==> src/rtl/cache_mon_pkg.sv <==
// Cache FSM state encoding and trace-entry field layout shared by the cache
// FSM and cache_trace_mon.
package cache_mon_pkg;

    localparam int STATE_W_DEF = 3;

    typedef enum logic [STATE_W_DEF-1:0] {
        ST_IDLE  = 3'd0,
        ST_READ  = 3'd1,
        ST_WRITE = 3'd2,
        ST_FILL  = 3'd3,
        ST_EVICT = 3'd4
    } cache_state_e;

    // Entry layout, LSB first: way_hit_last, new_state, prev_state, timestamp
    localparam int WAY_LSB = 0;

    function automatic int new_lsb(input int ways);
        return ways;
    endfunction

    function automatic int prev_lsb(input int ways, input int sw);
        return ways + sw;
    endfunction

    function automatic int ts_lsb(input int ways, input int sw);
        return ways + 2 * sw;
    endfunction

    function automatic int entry_w(input int ts_w, input int sw, input int ways);
        return ts_w + 2 * sw + ways;
    endfunction

endpackage

==> src/rtl/cache_trace_mon_fifo.sv <==
// trace_fifo: circular trace buffer with occupancy level and registered
// single-entry read port (data and valid one cycle after the request).
module trace_fifo #(
    parameter int DEPTH = 16,
    parameter int W     = 8
) (
    input  logic                     clk,
    input  logic                     reset,
    input  logic                     wr_en,
    input  logic [W-1:0]             wr_data,
    input  logic                     rd_req,
    output logic                     rd_vld,
    output logic [W-1:0]             rd_data,
    output logic [$clog2(DEPTH):0]   level,
    output logic                     drop
);

    localparam int AW = $clog2(DEPTH);
    localparam int LW = AW + 1;

    logic [W-1:0]  mem [DEPTH];
    logic [AW-1:0] wp;
    logic [AW-1:0] rp;
    logic          full;
    logic          empty;
    logic          pop;
    logic          push;

    assign full  = (level == LW'(DEPTH));
    assign empty = (level == '0);
    assign pop   = rd_req && !empty;
    // A pop in the same cycle frees the slot the write lands in
    assign push  = wr_en && (!full || pop);
    assign drop  = wr_en && full && !pop;

    always_ff @(posedge clk) begin
        if (push) begin
            mem[wp] <= wr_data;
        end
    end

    always_ff @(posedge clk or posedge reset) begin
        if (reset) begin
            wp      <= '0;
            rp      <= '0;
            level   <= '0;
            rd_vld  <= 1'b0;
            rd_data <= '0;
        end else begin
            rd_vld <= pop;
            if (pop) begin
                rd_data <= mem[rp];
                rp      <= rp + AW'(1);
            end
            if (push) begin
                wp <= wp + AW'(1);
            end
            level <= level + LW'(push) - LW'(pop);
        end
    end

endmodule

==> src/rtl/cache_trace_mon.sv <==
// Cache FSM trace monitor: timestamps state transitions into a trace buffer
// and counts per-way hits/misses when CACHE_MON_COUNTERS_EN is defined.
module cache_trace_mon
    import cache_mon_pkg::*;
#(
    parameter int WAYS    = 4,
    parameter int STATE_W = STATE_W_DEF,
    parameter int DEPTH   = 16,
    parameter int TS_W    = 16,
    parameter int CNT_W   = 32
) (
    input  logic                          clk,
    input  logic                          reset,
    input  logic [STATE_W-1:0]            fsm_state,
    input  logic                          lookup_vld,
    input  logic [WAYS-1:0]               way_hit,
    input  logic                          arm,
    input  logic                          rd_req,
    output logic                          rd_vld,
    output logic [TS_W+2*STATE_W+WAYS-1:0] rd_data,
    output logic [$clog2(DEPTH):0]        level,
    output logic                          overflow,
    output logic                          multi_hit,
    output logic [WAYS*CNT_W-1:0]         hit_cnt,
    output logic [CNT_W-1:0]              miss_cnt
);

    localparam int EW       = entry_w(TS_W, STATE_W, WAYS);
    localparam int NEW_LSB  = new_lsb(WAYS);
    localparam int PREV_LSB = prev_lsb(WAYS, STATE_W);
    localparam int TS_LSB   = ts_lsb(WAYS, STATE_W);

    logic [TS_W-1:0]    ts;
    logic [STATE_W-1:0] prev_state;
    logic [WAYS-1:0]    way_hit_last;
    logic               arm_q;
    logic               arm_rise;
    logic               transition;
    logic               capture;
    logic               drop;
    logic               overflow_q;
    logic [EW-1:0]      entry;

    assign arm_rise   = arm && !arm_q;
    assign transition = (fsm_state != prev_state);
    assign capture    = arm && transition;
    assign overflow   = overflow_q;

    always_comb begin
        entry = '0;
        entry[WAY_LSB  +: WAYS]    = way_hit_last;
        entry[NEW_LSB  +: STATE_W] = fsm_state;
        entry[PREV_LSB +: STATE_W] = prev_state;
        entry[TS_LSB   +: TS_W]    = ts;
    end

    always_ff @(posedge clk or posedge reset) begin
        if (reset) begin
            ts           <= '0;
            prev_state   <= '0;
            way_hit_last <= '0;
            arm_q        <= 1'b0;
            overflow_q   <= 1'b0;
        end else begin
            ts         <= ts + TS_W'(1);
            prev_state <= fsm_state;
            arm_q      <= arm;
            if (lookup_vld) begin
                way_hit_last <= way_hit;
            end
            // A drop in the re-arm cycle still counts as an overflow
            overflow_q <= (overflow_q && !arm_rise) || drop;
        end
    end

    trace_fifo #(
        .DEPTH (DEPTH),
        .W     (EW)
    ) u_fifo (
        .clk     (clk),
        .reset   (reset),
        .wr_en   (capture),
        .wr_data (entry),
        .rd_req  (rd_req),
        .rd_vld  (rd_vld),
        .rd_data (rd_data),
        .level   (level),
        .drop    (drop)
    );

`ifdef CACHE_MON_COUNTERS_EN
    logic [CNT_W-1:0] hits [WAYS];
    logic [CNT_W-1:0] misses;
    logic             multi_q;
    logic             multi_now;

    // More than one bit set iff clearing the lowest set bit leaves something
    assign multi_now = lookup_vld &&
                       ((way_hit & (way_hit - WAYS'(1))) != '0);

    always_ff @(posedge clk or posedge reset) begin
        if (reset) begin
            for (int i = 0; i < WAYS; i++) begin
                hits[i] <= '0;
            end
            misses  <= '0;
            multi_q <= 1'b0;
        end else begin
            for (int i = 0; i < WAYS; i++) begin
                if (lookup_vld && way_hit[i] && (hits[i] != '1)) begin
                    hits[i] <= hits[i] + CNT_W'(1);
                end
            end
            if (lookup_vld && (way_hit == '0) && (misses != '1)) begin
                misses <= misses + CNT_W'(1);
            end
            multi_q <= (multi_q && !arm_rise) || multi_now;
        end
    end

    for (genvar g = 0; g < WAYS; g++) begin : g_pack
        assign hit_cnt[g*CNT_W +: CNT_W] = hits[g];
    end

    assign miss_cnt  = misses;
    assign multi_hit = multi_q;
`else
    assign hit_cnt   = '0;
    assign miss_cnt  = '0;
    assign multi_hit = 1'b0;
`endif

endmodule

==> config.mk <==
export PLATFORM = sky130hd
export DESIGN_NAME = cache_trace_mon
export DESIGN_NICKNAME = d
export VERILOG_FILES = /design/src/rtl/cache_mon_pkg.sv /design/src/rtl/cache_trace_mon_fifo.sv /design/src/rtl/cache_trace_mon.sv
export SDC_FILE = /design/constraint.sdc
export NUM_CORES = 1
export LEC_CHECK = 0
export ABC_AREA = 1
export CAP_MARGIN = 20
export CORE_ASPECT_RATIO = 1.25
export CORE_MARGIN = 5
export CORE_UTILIZATION = 35
export DETAILED_ROUTE_END_ITERATION = 10
export PLACE_DENSITY_LB_ADDON = 0.2
export RECOVER_POWER = 100
export SETUP_SLACK_MARGIN = 0.05
export SYNTH_ARGS = -nofsm -noshare
export SYNTH_HDL_FRONTEND = slang
export SYNTH_SLANG_ARGS = --single-unit
==> constraint.sdc <==
create_clock -name clk -period 7.8 [get_ports clk]
set_input_delay 1.56 -clock clk [delete_from_list [all_inputs] [get_ports clk]]
set_output_delay 1.56 -clock clk [all_outputs]
set_load 0.01 [all_outputs]
# Word-level counts from Yosys, hierarchy flattened
# Memories as Yosys holds them, arrays and structs flattened. A register that Yosys moved wholly into a read port is not among the register bits.
# Cells that the tools add are included.
# totals
elab_cells	34
ram_bits	416
memories	1
ff_bits	39
inputBits	12
# mem_list
memory	words	word_bits	rd	rd_ports_with_merged_regs	wr	line	text
u_fifo.mem	16	26	1	1	1	cache_trace_mon_fifo.sv:21	logic [W-1:0] mem [DEPTH];
# op_classes
n_mux	2
eq_ne	2
reduce_logical	15
addsub	5
# op_table
op	count
adder 16 x 1 -> 16 bit, second input constant	1
adder 4 x 1 -> 4 bit, second input constant	2
logical AND 1 bit	7
adder 5 x 1 -> 5 bit	1
== test 5 bit, second input constant	1
logical NOT 1 bit	5
logical NOT 5 bit	1
subtractor 5 x 1 -> 5 bit	1
!= test 3 bit	1
logical OR 1 bit	2
two-way mux 1 bit	2

# Depth between registers and ports, before layout
# Gate-level depths: netlist of the first run.
# logic_depth
depth_word	7
mapped_depth	16

# Cells and area by module
# Synthesis of the first run repeated with hierarchy kept, for this count alone.
# unflattened
cells_unflattened	1829
area_unflattened_um2	20666.1
# by_module_without_submodules
module	area_per_inst_um2	cells_per_inst	instances
trace_fifo	18326.3	1555	1
cache_trace_mon	2339.7	274	1

# Worst setup path after synthesis of the first run
# OpenSTA, ideal clock, no wires.
# synth_timing
path_type	input -> register
from	input fsm_state[1]
to	memory u_fifo.mem[0][0] (netlist name) (enable)
cell_stages	7
t_arrival_ps	3345
path_slack_ps	4046
t_required_ps	7391
n_path_buf	1
path_cell_list	xnor2_1 -> nand3_1 -> nand2_1 -> nor2_1 -> buf_4 -> nand2_1 -> nor2_1
# synth_via
elab_chain_len	5
# synth_lines
item	line	text
from (decl)	cache_trace_mon.sv:14	input logic [STATE_W-1:0] fsm_state,
!= test 3 bit	cache_trace_mon.sv:45	assign transition = (fsm_state != prev_state);
logical AND 1 bit	cache_trace_mon.sv:46	assign capture = arm && transition;
logical AND 1 bit	cache_trace_mon_fifo.sv:33	assign push = wr_en && (!full || pop);
via u_fifo.push	cache_trace_mon_fifo.sv:27	logic push;
two-way mux 1 bit	cache_trace_mon_fifo.sv:37	if (push) begin
two-way mux 1 bit (implied by the code)	cache_trace_mon_fifo.sv:38	mem[wp] <= wr_data;
to (decl)	cache_trace_mon_fifo.sv:21	
# The timed path passes the listed nets, and every way through them passes these cells.

# Worst setup path in the final report of the first run
# layout_timing
from	input rd_req
to	register u_fifo.level[4]
# layout_via
elab_chain_len	5
# layout_lines
item	line	text
from (decl)	cache_trace_mon.sv:18	input logic rd_req,
logical AND 1 bit (*)	cache_trace_mon_fifo.sv:31	assign pop = rd_req && !empty;
logical OR 1 bit	cache_trace_mon_fifo.sv:33	
logical AND 1 bit	cache_trace_mon_fifo.sv:33	
adder 5 x 1 -> 5 bit	cache_trace_mon_fifo.sv:58	level <= level + LW'(push) - LW'(pop);
subtractor 5 x 1 -> 5 bit (*)	cache_trace_mon_fifo.sv:58	
to (signal assigned)	cache_trace_mon_fifo.sv:58	
to (decl)	cache_trace_mon_fifo.sv:14	output logic [$clog2(DEPTH):0] level,
# Every way passes the cells marked *; elsewhere a longest branch is shown, timed or not.
# A chain may end at the register's enable or synchronous reset.

==> impl_summary.md, run 1 <==
Clocking
The cts-stage hold buffer count is 0. The CTS buffer count is 47. The later pin in the worst-skew pair is clocked with a latency of around 0.56 ns. Clock tree synthesis selected as its root buffer the cell sky130_fd_sc_hd__clkbuf_16. The clock passes through at most 3 buffers. The count of instances resized after the clock tree is built is 0. After clock tree synthesis, the setup repair step added 0 buffers.

The clock tree from TritonCTS is built. The number of levels the H-tree was split into is 2. The clock drives between 400 and 500 sinks. Clock-pin slew was measured on the worst setup and hold paths at about 0.06 ns.

Global route
The total global-route track usage is 0.1562. The number of global-route vias before repair came to ~12000. Entering global routing, the biggest net connects around 120 pins. The total overflow left after global routing is 0.

After global routing, the most crowded layer is met2. The met1 routing resource usage after global routing is 0.2014. For this run, global-route usage on met2 was measured as 0.2780. The met3 capacity usage during global routing is 0.02323.

The initial antenna violation count is 2. The first global-routing pass estimated 75.37 mm of wire.

Timing
The post-route clock skew is approximately 0.019 ns. At the pin with the least slew margin, the transition time is 2.915 ns. Setup repair after global routing left no endpoint under its margin.

The time the worst path needs with I/O delays and setup is around 5.7 ns. Of the available clock period, the critical path in the final layout requires 0.7265. Setup violations remaining at the end of the flow were counted as 0. In this run the tightest slew margin relative to its limit is -0.9433. The final hold slack is between 0.4 and 0.5 ns.

The final setup TNS is 0 ns. The final max-slew violation count is 75. Static timing analysis puts the maximum clock frequency at 176.5 MHz.

The hold violation count in the final report was 0.

Setup path
At the worst endpoint, the arrival time is 6.14 ns. The number of buffers and inverters on the critical path is 3. The delay contributed by the slowest stage of the critical path is between 1 and 1.5 ns. STA classifies the critical path endpoint as a flip-flop. The critical path is of the input port to flip-flop type. The slowest cell on the critical path is sky130_fd_sc_hd__inv_1. The required time of the worst setup path is slightly above 8 ns.

The critical path goes through dlygate4sd3_1 -> nand2_1 -> inv_1 -> ha_1 -> inv_1 -> ha_1 -> fa_1 -> a21oi_1 -> nor2_1 -> nor2_1 -> xor2_1. The startpoint of the worst setup timing path is rd_req. Along the worst path, the maximum fanout reaches 32.

The worst setup path is launched from an input port. In this run the critical register-to-register path is launched from u_fifo.level[3]. Broken down by cell family, the worst path's largest delay share belongs to buffers and inverters.

Layout
The net count of the finished layout is around 1800. In the final layout, the share of cells above drive strength 1 is 0.05816. The library cells used most frequently in the layout, excluding fill and tap cells, are sky130_fd_sc_hd__nand2_1, sky130_fd_sc_hd__edfxtp_1, sky130_fd_sc_hd__nand3_1. 0 antenna diodes ended up in the layout. At the end of the flow the core is filled with cells to 0.3881. The post-layout instance count excluding filler cells is 2614. Relative to the synthesized area, the layout overhead comes to 10.31%. The most common library cell in the layout ignoring fill and taps is sky130_fd_sc_hd__nand2_1. The post-route cell area is approximately 0.023 mm2.

Floorplan
The boundary pin count is around 200. The floorplan has between 90 and 100 rows. The full die area is roughly 0.063 mm2. The overall die width is 226.4 um. The starting density of the core is 0.3519. After floorplanning, the core was sized to cover 0.05822 mm2. In this run the vertical extent of the chip is around 280 um.

Flow run
The number of max-capacitance violations reported is 2.

Yosys
The number of flip-flops and latches in the synthesized netlist is between 400 and 500. The dominant combinational cell family by area after synthesis is simple AND/OR/NAND/NOR gates. Of the synthesized area, sequential elements account for 0.6892.

The number of instances in the synthesized netlist is approximately 1800. The area share of and/or/nand/nor cells after synthesis is 0.1936. The number of different library cells used by synthesis comes to 26. The post-synthesis compound-gate area fraction is 0.01026.

Of the total synthesized cell area, the portion taken by full adders, half adders and majority gates is 0.008307. A synthesized cell averages 11.40 um2. The count of yosys warnings during synthesis is 0. The multiplexer fraction of the synthesized cell area is 0.002199. Of the total synthesized cell area, the portion taken by XOR and XNOR cells is 0.01112.

Summing every instance area after synthesis gives 0.02048 mm2.

Pwr
IR analysis of the VDD net gives a maximum drop of 171.9 uV. Dividing total power by cell area gives a power density of 347.0 mW/mm2. The analysis attributes to cell leakage a power of between 0.008 and 0.009 uW.

Detailed routing
The wire length reported by the detailed router is around 51 mm. Dividing the detail-routed via count by the number of cells gives between 4 and 5. The final antenna-violating net count is 0. In the final routed layout, each cell accounts on average for 19.43 um. The violation count after the first detailed-routing iteration is ~840.

The detailed-router iteration count before antenna repair is 5. For this run, design rule violations remaining after detail routing come to 0. The total number of vias is between 10000 and 15000.

Placement
The number of buffer cells added on primary ports is 44. Summing all placed instances gives a cell area of 0.02108 mm2. Detailed placement finished with a half-perimeter wire length of 29.03 mm. The final weighted congestion in routability-driven placement is slightly below 0.8.

Including well taps, the total number of placed cells is approximately 2500.

Outcome
The final reports fail on max-capacitance violations, max-slew violations. The run finished, with violations left.

Hold path
The class of the most critical hold timing path is flip-flop to flip-flop. The hold path startpoint is u_fifo.rd_data[7].
-- report_power, final --
| part | total, uW | internal [uW] | leakage [uW] | switching [uW] |
|---|---|---|---|---|
| Sequential | 3200 | 3040 | 0.00477 | 161 |
| Clock | 2240 | 1290 | 0.000735 | 952 |
| Combinational | 2400 | 695 | 0.00336 | 1710 |
-- through the flow --
step / total power [uW] / setup slack [ns]
after global routing: 8319 / 1.808
after global placement: 5699 / 2.483
after CTS: 7980 / 2.978
after floorplan: 4859 / 4.046
final: 7842 / 2.133
after detailed placement: 5736 / 2.403
-- sequential cells by signal, summed over array words and instances (netlist names) --
name / cells
ts: 16
u_fifo.mem: 416
u_fifo.rd_data: 26
u_fifo.level: 5
overflow: 1
u_fifo.rp: 4
way_hit_last: 4
u_fifo.rd_vld: 1
prev_state: 3
arm_q: 1
u_fifo.wp: 4
-- metal layers --
| layer | wire length [um] | vias to the layer above | part of all wire |
|---|---|---|---|
| li1 | - | 5832 | - |
| met1 | 21070 | 5992 | 0.41 |
| met2 | 26000 | 353 | 0.51 |
| met3 | 2780 | 72 | 0.055 |
| met4 | 958 | 0 | 0.019 |
| met5 | 0 | - | 0 |
-- final cells by class --
type / count / area (um2)
well taps: 757 / 947.2
clock buffers: 64 / 1290
flip-flops and latches: 481 / 14120
multi-input cells: 1206 / 5326
fillers: 5606 / 35620
inverters: 24 / 100.1
repair buffers: 60 / 598.1
clock inverters: 22 / 211.5
-- kinds of logic (layout without fill, tap and decap cells) --
| logic type | after synthesis | in the layout |
|---|---|---|
| xor+xnor | 26 | 26 |
| simple gates | 960 | 960 |
| compound gates | 42 | 42 |
| buf+inv | 270 | 170 |
| fa+ha+maj | 13 | 13 |
| other cells | 1 | 161 |
| flops | 481 | 481 |
| mux | 4 | 4 |
-- Yosys cell counts (all sizes together) --
master,number,area share
a21oi,36,0.0088
buf,238,0.079
clkbuf,8,0.0015
clkinv,2,0.00037
conb,1,0.00018
dfrtp,65,0.079
edfxtp,416,0.61
fa,1,0.00098
ha,12,0.0073
inv,22,0.0040
mux2,4,0.0022
nand2,654,0.12
nand3,272,0.066
nand4,3,0.00092
nor2,29,0.0054
nor3,1,0.00024
nor4,1,0.00061
o21ai,6,0.0015
xnor2,10,0.0043
xor2,16,0.0068
-- worst min-delay path: cells and delay by family, from the launching register on --
kind,cells,cell delay [ns]
DFF,1,0.34
and+or+nand+nor,2,0.10
-- worst paths after layout --
path | endpoint | slack (ns) | cells past startpoint
setup / recovery | u_fifo.level[4] | 2.13 | 11
hold / removal | u_fifo.rd_data[7] | 0.48 | 2
setup reg to reg | u_fifo.level[4] | 2.87 | 15
hold reg to reg | u_fifo.rd_data[7] | 0.48 | 2
max in group asynchronous | way_hit_last[1] | 2.74 | 3
min in group asynchronous | u_fifo.rd_vld | 1.75 | 2
(Power assumes the default switching activity.)
==> run 2, diff against run 1 <==
==> constraint.sdc (replaced) <==
create_clock -name clk -period 5.74 [get_ports clk]
set_input_delay 1.148 -clock clk [delete_from_list [all_inputs] [get_ports clk]]
set_output_delay 1.148 -clock clk [all_outputs]
set_load 0.01 [all_outputs]
==> impl_summary.md, run 2 (synthesized netlist as in run 1, its figures left out) <==
Timing
The post-route worst setup slack is ~1.1 ns. The hold violation count in the final report was 0. The final max-slew violation count came to ~220. Across all hold checks on the routed design, the worst slack comes to approximately 0.48 ns.

For this run, the top clock speed supported by timing is roughly 220 MHz. In the final timing run, aggregate negative setup slack is 0 ns. Setup repair after global routing left no endpoint under its margin. The routed design could run at a clock period as short as between 4 and 5 ns. The post-route clock skew is about 0.030 ns. Setup violations remaining at the end of the flow were counted as 0. Of the available clock period, the critical path in the final layout requires 0.8056. At the pin with the least slew margin, the transition time is 2.161 ns.

The worst slew slack as a fraction of its limit is -0.4406.

Setup path
The family with the most delay on the worst path is buffers and inverters. The worst setup path is captured at a flip-flop. The largest fanout on the critical path is 26.

Together, buffers and inverters on the worst path number 2. Setup slack on the worst reg-to-reg path comes out at around 1.2 ns. At the worst endpoint, the required time is 5.88 ns.

The critical path crosses 8 cells after its start point. The number of cells on the worst reg-to-reg path is 8. The worst setup path is of the input port to flip-flop kind. On the worst path, the slowest cell contributes a delay of 1.28 ns.

The signal on the critical path passes through dlygate4sd3_1 -> xnor2_1 -> nand3_1 -> nand2_1 -> nor2_1 -> nand2_1 -> nor2_4 -> clkbuf_1. The most repeated library cell on the critical path is sky130_fd_sc_hd__nand2_1. The slowest stage of the critical path is the sky130_fd_sc_hd__clkbuf_1 cell. The signal arrival time at the worst endpoint is roughly 4.8 ns. The worst setup path is launched from an input port.

Placement
The post-DP HPWL is around 33 mm. Routability-driven placement finished with a final weighted congestion of 0.8160. The number of buffer cells added on primary ports is 44. The worst-case setup slack after placement is between 1.5 and 2 ns.

Layout
The most common library cell in the layout ignoring fill and taps is sky130_fd_sc_hd__nand2_1. In the final layout, the share of cells above drive strength 1 is 0.06833. The flip-flop count of the largest register after layout is 416. The largest registers in the layout are u_fifo.mem x416, u_fifo.rd_data x26, ts x16.

More flip-flops sit in one register than any other, and that register is u_fifo.mem. The library cells used most frequently in the layout, excluding fill and tap cells, are sky130_fd_sc_hd__nand2_1, sky130_fd_sc_hd__edfxtp_1, sky130_fd_sc_hd__nand3_1. The count of antenna diodes in the layout is 0. The signed area change from the synthesized netlist to the final layout is 11.73%.

The net count of the finished layout is around 1900.

Clocking
The cts-stage hold buffer count is 0. After clock tree synthesis, the clock-pin slew on the worst setup and hold paths is roughly 0.06 ns. The CTS buffer count is between 40 and 50. The number of levels the H-tree was split into is 2. The longest clock path from root to sink contains 3 buffers. The root buffer selected by CTS is sky130_fd_sc_hd__clkbuf_16. The count of clock tree sinks is between 400 and 500. In this run, post-CTS repair resized a total of 0 instances. Post-CTS timing repair inserted 0 buffers for setup. TritonCTS built the clock tree. At the later pin of the worst-skew pair, clock insertion delay measures roughly 0.57 ns.

Flow run
The number of max-capacitance violations reported is 8.

Detailed routing
The average via count per standard cell is 4.694. The detailed router finished its first iteration with about 670 violations. The detailed router placed about 12000 vias in this run.

The final antenna-violating net count is 0. The wire length reported by the detailed router is roughly 53 mm. In the final routed layout, each cell accounts on average for around 20 um.

The detailed-router iteration count before antenna repair is 5. The DRC violation count after routing is 0.

Floorplan
The die outline height is between 200 and 300 um. The die is around 230 um wide. The die covers 0.06350 mm2. The starting density of the core is 0.3519. The boundary pin count is 206. The floorplan step defined a core boundary enclosing between 0.05 and 0.06 mm2. In this run the core area contains 99 standard-cell rows.

Pwr
For this design the static power due to leakage is 0.009018 uW. Power spread over the standard cell area amounts to around 480 mW/mm2. The largest voltage drop on the vdd net is about 260 uV.

Global route
The first global-routing pass estimated between 70 and 80 mm of wire. Entering global routing, the biggest net connects roughly 150 pins. The total global-route track usage is 0.1629.

The residual overflow from global routing is 0. The global routing stage identified its most utilized layer as met2. The met2 demand-to-capacity share in global routing is 0.2930. The met3 capacity usage during global routing is 0.01884. In the global route stage, met1 resource usage came out at 0.2023. The number of global-route vias before repair is 12150. The initial antenna violation count is 0.

Outcome
The run finished, with violations left. The checks that failed: max-capacitance violations, max-slew violations.

Hold path
The count of cells along the worst hold path is 2. The class of the most critical hold timing path is flip-flop to flip-flop.
[run 2: cell count changes in the layout (fill, tap and decap cells not counted), sizes merged]
cell,previous run,this run
dlygate4sd3,40,39
inv,21,22
clkdlybuf4s50,4,5
clkbuf,66,86
bufinv,4,6
clkinvlp,3,5
clkinv,18,15
buf,14,23
[run 2: worst paths after layout]
| check | from | endpoint |
|---|---|---|
| min in group asynchronous | reset | u_fifo.rd_vld |
| max in group asynchronous | reset | u_fifo.rp[0] |
| hold reg to reg | u_fifo.rd_data[13] | u_fifo.rd_data[13] |
| setup / recovery | fsm_state[1] | u_fifo.mem[12][20] |
| hold / removal | u_fifo.rd_data[13] | u_fifo.rd_data[13] |
| setup reg to reg | prev_state[1] | u_fifo.mem[12][20] |
[run 2: tightest hold or removal path, cell delays in order (launching register included)]
cell	delay [ns]
sky130_fd_sc_hd__dfrtp_1	0.34
sky130_fd_sc_hd__nand2_1	0.05
sky130_fd_sc_hd__nand2_1	0.05
[run 2: metrics by stage]
stage	cell area (um2)	total power, uW	util	cells
6_report	22890	10920	0.3931	2645
5_1_grt	22890	11570	0.3931	2645
4_1_cts	23010	11140	0.3952	2645
3_5_place_dp	21360	7873	0.3669	2557
3_3_place_gp	21330	7837	0.3665	2556
2_1_floorplan	21090	6603	-	1957
[run 2: cell type report]
class	count	area [um2]
fillers	5618	35330
flip-flops and latches	481	14120
multi-input cells	1206	5306
clock buffers	64	1363
well taps	757	947.2
repair buffers	89	765.7
clock inverters	24	284.0
inverters	24	98.84
[run 2: power breakdown]
group	internal, uW	switching [uW]	total (uW)
sequential	4130	196	4320
combinational	957	2390	3350
clock	1940	1310	3250
[run 2: layer usage]
layer	share of wire	wire length, um
met1	0.40	21130
met4	0.035	1862
met5	0	0
met2	0.52	27180
met3	0.049	2586
==> run 3, diff against run 2 <==
==> constraint.sdc (replaced) <==
create_clock -name clk -period 3.92 [get_ports clk]
set_input_delay 0.784 -clock clk [delete_from_list [all_inputs] [get_ports clk]]
set_output_delay 0.784 -clock clk [all_outputs]
set_load 0.01 [all_outputs]
==> impl_summary.md, run 3 (synthesized netlist as in run 1, its figures left out) <==
Global route
The first global-routing pass estimated between 80 and 90 mm of wire. The total global-route track usage is 0.1751. The initial antenna violation count is 0.

After global routing the overflow that remains totals 0. The largest net degree at the start of global routing is around 110. The number of global-route vias before repair is about 12000.

Setup path
Traced cell by cell, the critical path runs through dlygate4sd3_1 -> xnor2_1 -> nand3_1 -> nand2_1 -> nor2_1 -> nand2_1 -> clkbuf_1 -> nor2_4 -> clkbuf_1. On the worst path, the slowest cell contributes a delay of about 0.57 ns. The startpoint class of the critical path is an input port. The number of cells on the worst reg-to-reg path is 8. The worst setup path is captured at a flip-flop. The critical path in this run is classified as input port to flip-flop. Of all nets on the critical path, the largest fanout is 11. In this run the critical register-to-register path is captured at u_fifo.rd_data[17].

The signal arrival time at the worst endpoint is between 3 and 4 ns. The slowest cell on the critical path is sky130_fd_sc_hd__dlygate4sd3_1. The setup slack of the worst register-to-register path is approximately 0.96 ns. Data on the critical path is required at its endpoint by slightly above 4 ns. The startpoint identified for the worst register-to-register timing path is u_fifo.rp[0].

Floorplan
The initial utilization of the core area, before any placement, comes to 0.3519. The boundary pin count is roughly 210. The area of the core region is between 0.05 and 0.06 mm2. The number of rows created at floorplan is about 100.

The die covers around 0.063 mm2. The die outline height is between 200 and 300 um. From left edge to right edge, the die measures around 230 um.

Layout
In the final layout, the registers with the most flip-flops are u_fifo.mem x416, u_fifo.rd_data x26, ts x16. For this run, the share of the core covered by cells in the final layout is 0.3960. The area growth from synthesis to layout is 12.55%.

Counting the fill cells in the layout gives between 5000 and 6000. The net count of the finished layout is 1900. The number of antenna diodes in the final layout is 0. The register bank with the most flops is u_fifo.mem. The register with the most flip-flops in the layout has approximately 420 of them. The area occupied by registers is approximately 0.014 mm2. Leaving out fill and tap cells, the most frequent cells in the layout are sky130_fd_sc_hd__nand2_1, sky130_fd_sc_hd__edfxtp_1, sky130_fd_sc_hd__nand3_1. In the final layout, the multi-input gates occupy roughly 0.0053 mm2. The library cell used most frequently in the layout, excluding fill and tap cells, is sky130_fd_sc_hd__nand2_1.

The ratio of cells with drive above 1 in the final layout is 0.07158.

Timing
The post-route clock skew is between 0.03 and 0.04 ns. The hold violation count in the final report is 0. The final max-slew violation count was between 60 and 70. Setup repair after global routing left no endpoint under its margin.

Dividing the final minimum period by the clock period gives 0.8363. The final setup TNS is 0 ns. The highest attainable clock frequency is approximately 300 MHz. Counting I/O delays and the setup requirement, the final critical path takes roughly 3.3 ns. Headroom to the max-slew limit came out at -0.3544. Setup violations remaining at the end of the flow were counted as 0. The worst path meets setup with between 0.6 and 0.7 ns of slack.

The actual transition at the worst max-transition pin is between 2 and 2.5 ns. The final hold slack is approximately 0.47 ns.

Placement
OpenSTA, run right after detailed placement, puts the worst setup slack at ~0.48 ns. The number of buffer cells added on primary ports is 44. Routability-driven placement finished with a final weighted congestion of between 0.8 and 0.9. The wire-length estimate of the detail-placed layout is approximately 37 mm.

Hold path
In this run the most critical hold path is launched from u_fifo.rd_data[25]. For hold timing, the worst endpoint is u_fifo.rd_data[25]. In this run the worst hold path is classified as flip-flop to flip-flop. The count of cells along the worst hold path is 2.

Detailed routing
After detailed routing, the number of remaining DRC violations is 0. The violation count after the first detailed-routing iteration is ~840. The post-route met1 wirelength is approximately 22 mm. Before antenna repair, the detailed router went through 5 iterations. The length of routed met2 wiring is around 30 mm.

In the detailed route, the total length drawn on met3 is approximately 2.7 mm. After detailed routing, the total wire length is approximately 57 mm. The total number of vias is 12590. The final antenna-violating net count is 0. After detailed routing, the number of vias per cell comes to roughly 4.7. The highest routed metal layer is met4. The detailed-route wire length per cell is between 20 and 25 um.

Clocking
Gates resized during post-CTS repair numbered 0. TritonCTS built the clock tree. The CTS buffer count is between 40 and 50. In this run the post-CTS setup repair buffer count came out at 0.

The insertion delay of the later-clocked pin in the worst-skew pair is 0.60 ns. The H-tree generated during clock tree synthesis spans 2 levels. The tree built by TritonCTS fans out to about 480 sinks. The clock edge transition at the registers on the reported setup and hold paths is ~0.06 ns. The root buffer cell chosen for the clock tree is sky130_fd_sc_hd__clkbuf_16. No sink is reached through more buffers than the 3 on the longest clock path. The number of hold buffers added after CTS was 0.

Flow run
The number of max-capacitance violations reported is 1.

Pwr
IR analysis of the VDD net gives a maximum drop of around 350 uV. The static leakage is 0.009137 uW. The power density over the cells is 711.9 mW/mm2.

Outcome
The flow ran to the end, but the final reports show violations. The checks that failed: max-capacitance violations, max-slew violations.
-- run 3: cell count changes in the layout (fill, tap and decap cells not counted), moves of 2 or more --
cell | before | now
sky130_fd_sc_hd__bufinv_16 | 6 | 11
sky130_fd_sc_hd__nor2_1 | 17 | 22
sky130_fd_sc_hd__clkinv_4 | 0 | 2
sky130_fd_sc_hd__clkinvlp_4 | 4 | 2
sky130_fd_sc_hd__nor2_4 | 11 | 6
sky130_fd_sc_hd__inv_6 | 1 | 3
sky130_fd_sc_hd__clkinv_1 | 2 | 6
sky130_fd_sc_hd__clkinv_2 | 13 | 9
sky130_fd_sc_hd__clkbuf_1 | 29 | 37
sky130_fd_sc_hd__clkbuf_8 | 8 | 3
sky130_fd_sc_hd__clkbuf_2 | 0 | 9
sky130_fd_sc_hd__buf_4 | 18 | 25
-- run 3: metrics by stage --
stage	area, um2	power, uW	instances
after global placement	21590	11670	2582
final	23050	16410	2671
after floorplan	21090	9669	1957
after global routing	23050	17280	2671
after CTS	23330	16770	2671
after detailed placement	21590	11690	2582
-- run 3: how the worst max path moves through the flow --
| stage | endpoint | slack (ns) | from |
|---|---|---|---|
| 6_report | u_fifo.mem[2][21] | 0.64 | fsm_state[1] |
| 3_5_place_dp | u_fifo.mem[8][19] | 0.48 | fsm_state[1] |
| 2_1_floorplan | u_fifo.mem[0][0] | 0.94 | fsm_state[1] |
| 5_1_grt | u_fifo.mem[8][12] | 0.49 | fsm_state[1] |
| 3_3_place_gp | u_fifo.mem[8][19] | 0.47 | fsm_state[1] |
| 4_1_cts | u_fifo.mem[4][7] | 1.09 | fsm_state[1] |
-- run 3: area by class of cell --
class	count	area share
Clock buffer	58	0.05595
Sequential cell	481	0.6126
Inverter	24	0.004179
Clock inverter	31	0.01959
Multi-Input combinational cell	1206	0.2285
Tap cell	757	0.04108
Timing Repair Buffer	114	0.03804
-- run 3: worst max-delay path, delay by kind of cell --
kind,cells,cell delay (ns)
xor+xnor,1,0.14
buf+inv,3,1.39
simple gates,5,1.16
-- run 3: metal layers --
metal / vias up / GRT usage
met1: 6143 / 0.2079
met3: 101 / 0.02375
li1: 5947 / -
met2: 403 / 0.3129
met4: 0 / 0.08239
met5: - / 0
-- run 3: report_power, final --
| group | internal [uW] | switching [uW] | total (uW) | leakage (uW) |
|---|---|---|---|---|
| clock | 3080 | 1990 | 5070 | 0.000853 |
| sequential | 6040 | 364 | 6400 | 0.00477 |
| combinational | 1410 | 3540 | 4950 | 0.00351 |
| total | 10500 | 5890 | 16400 | 0.00914 |
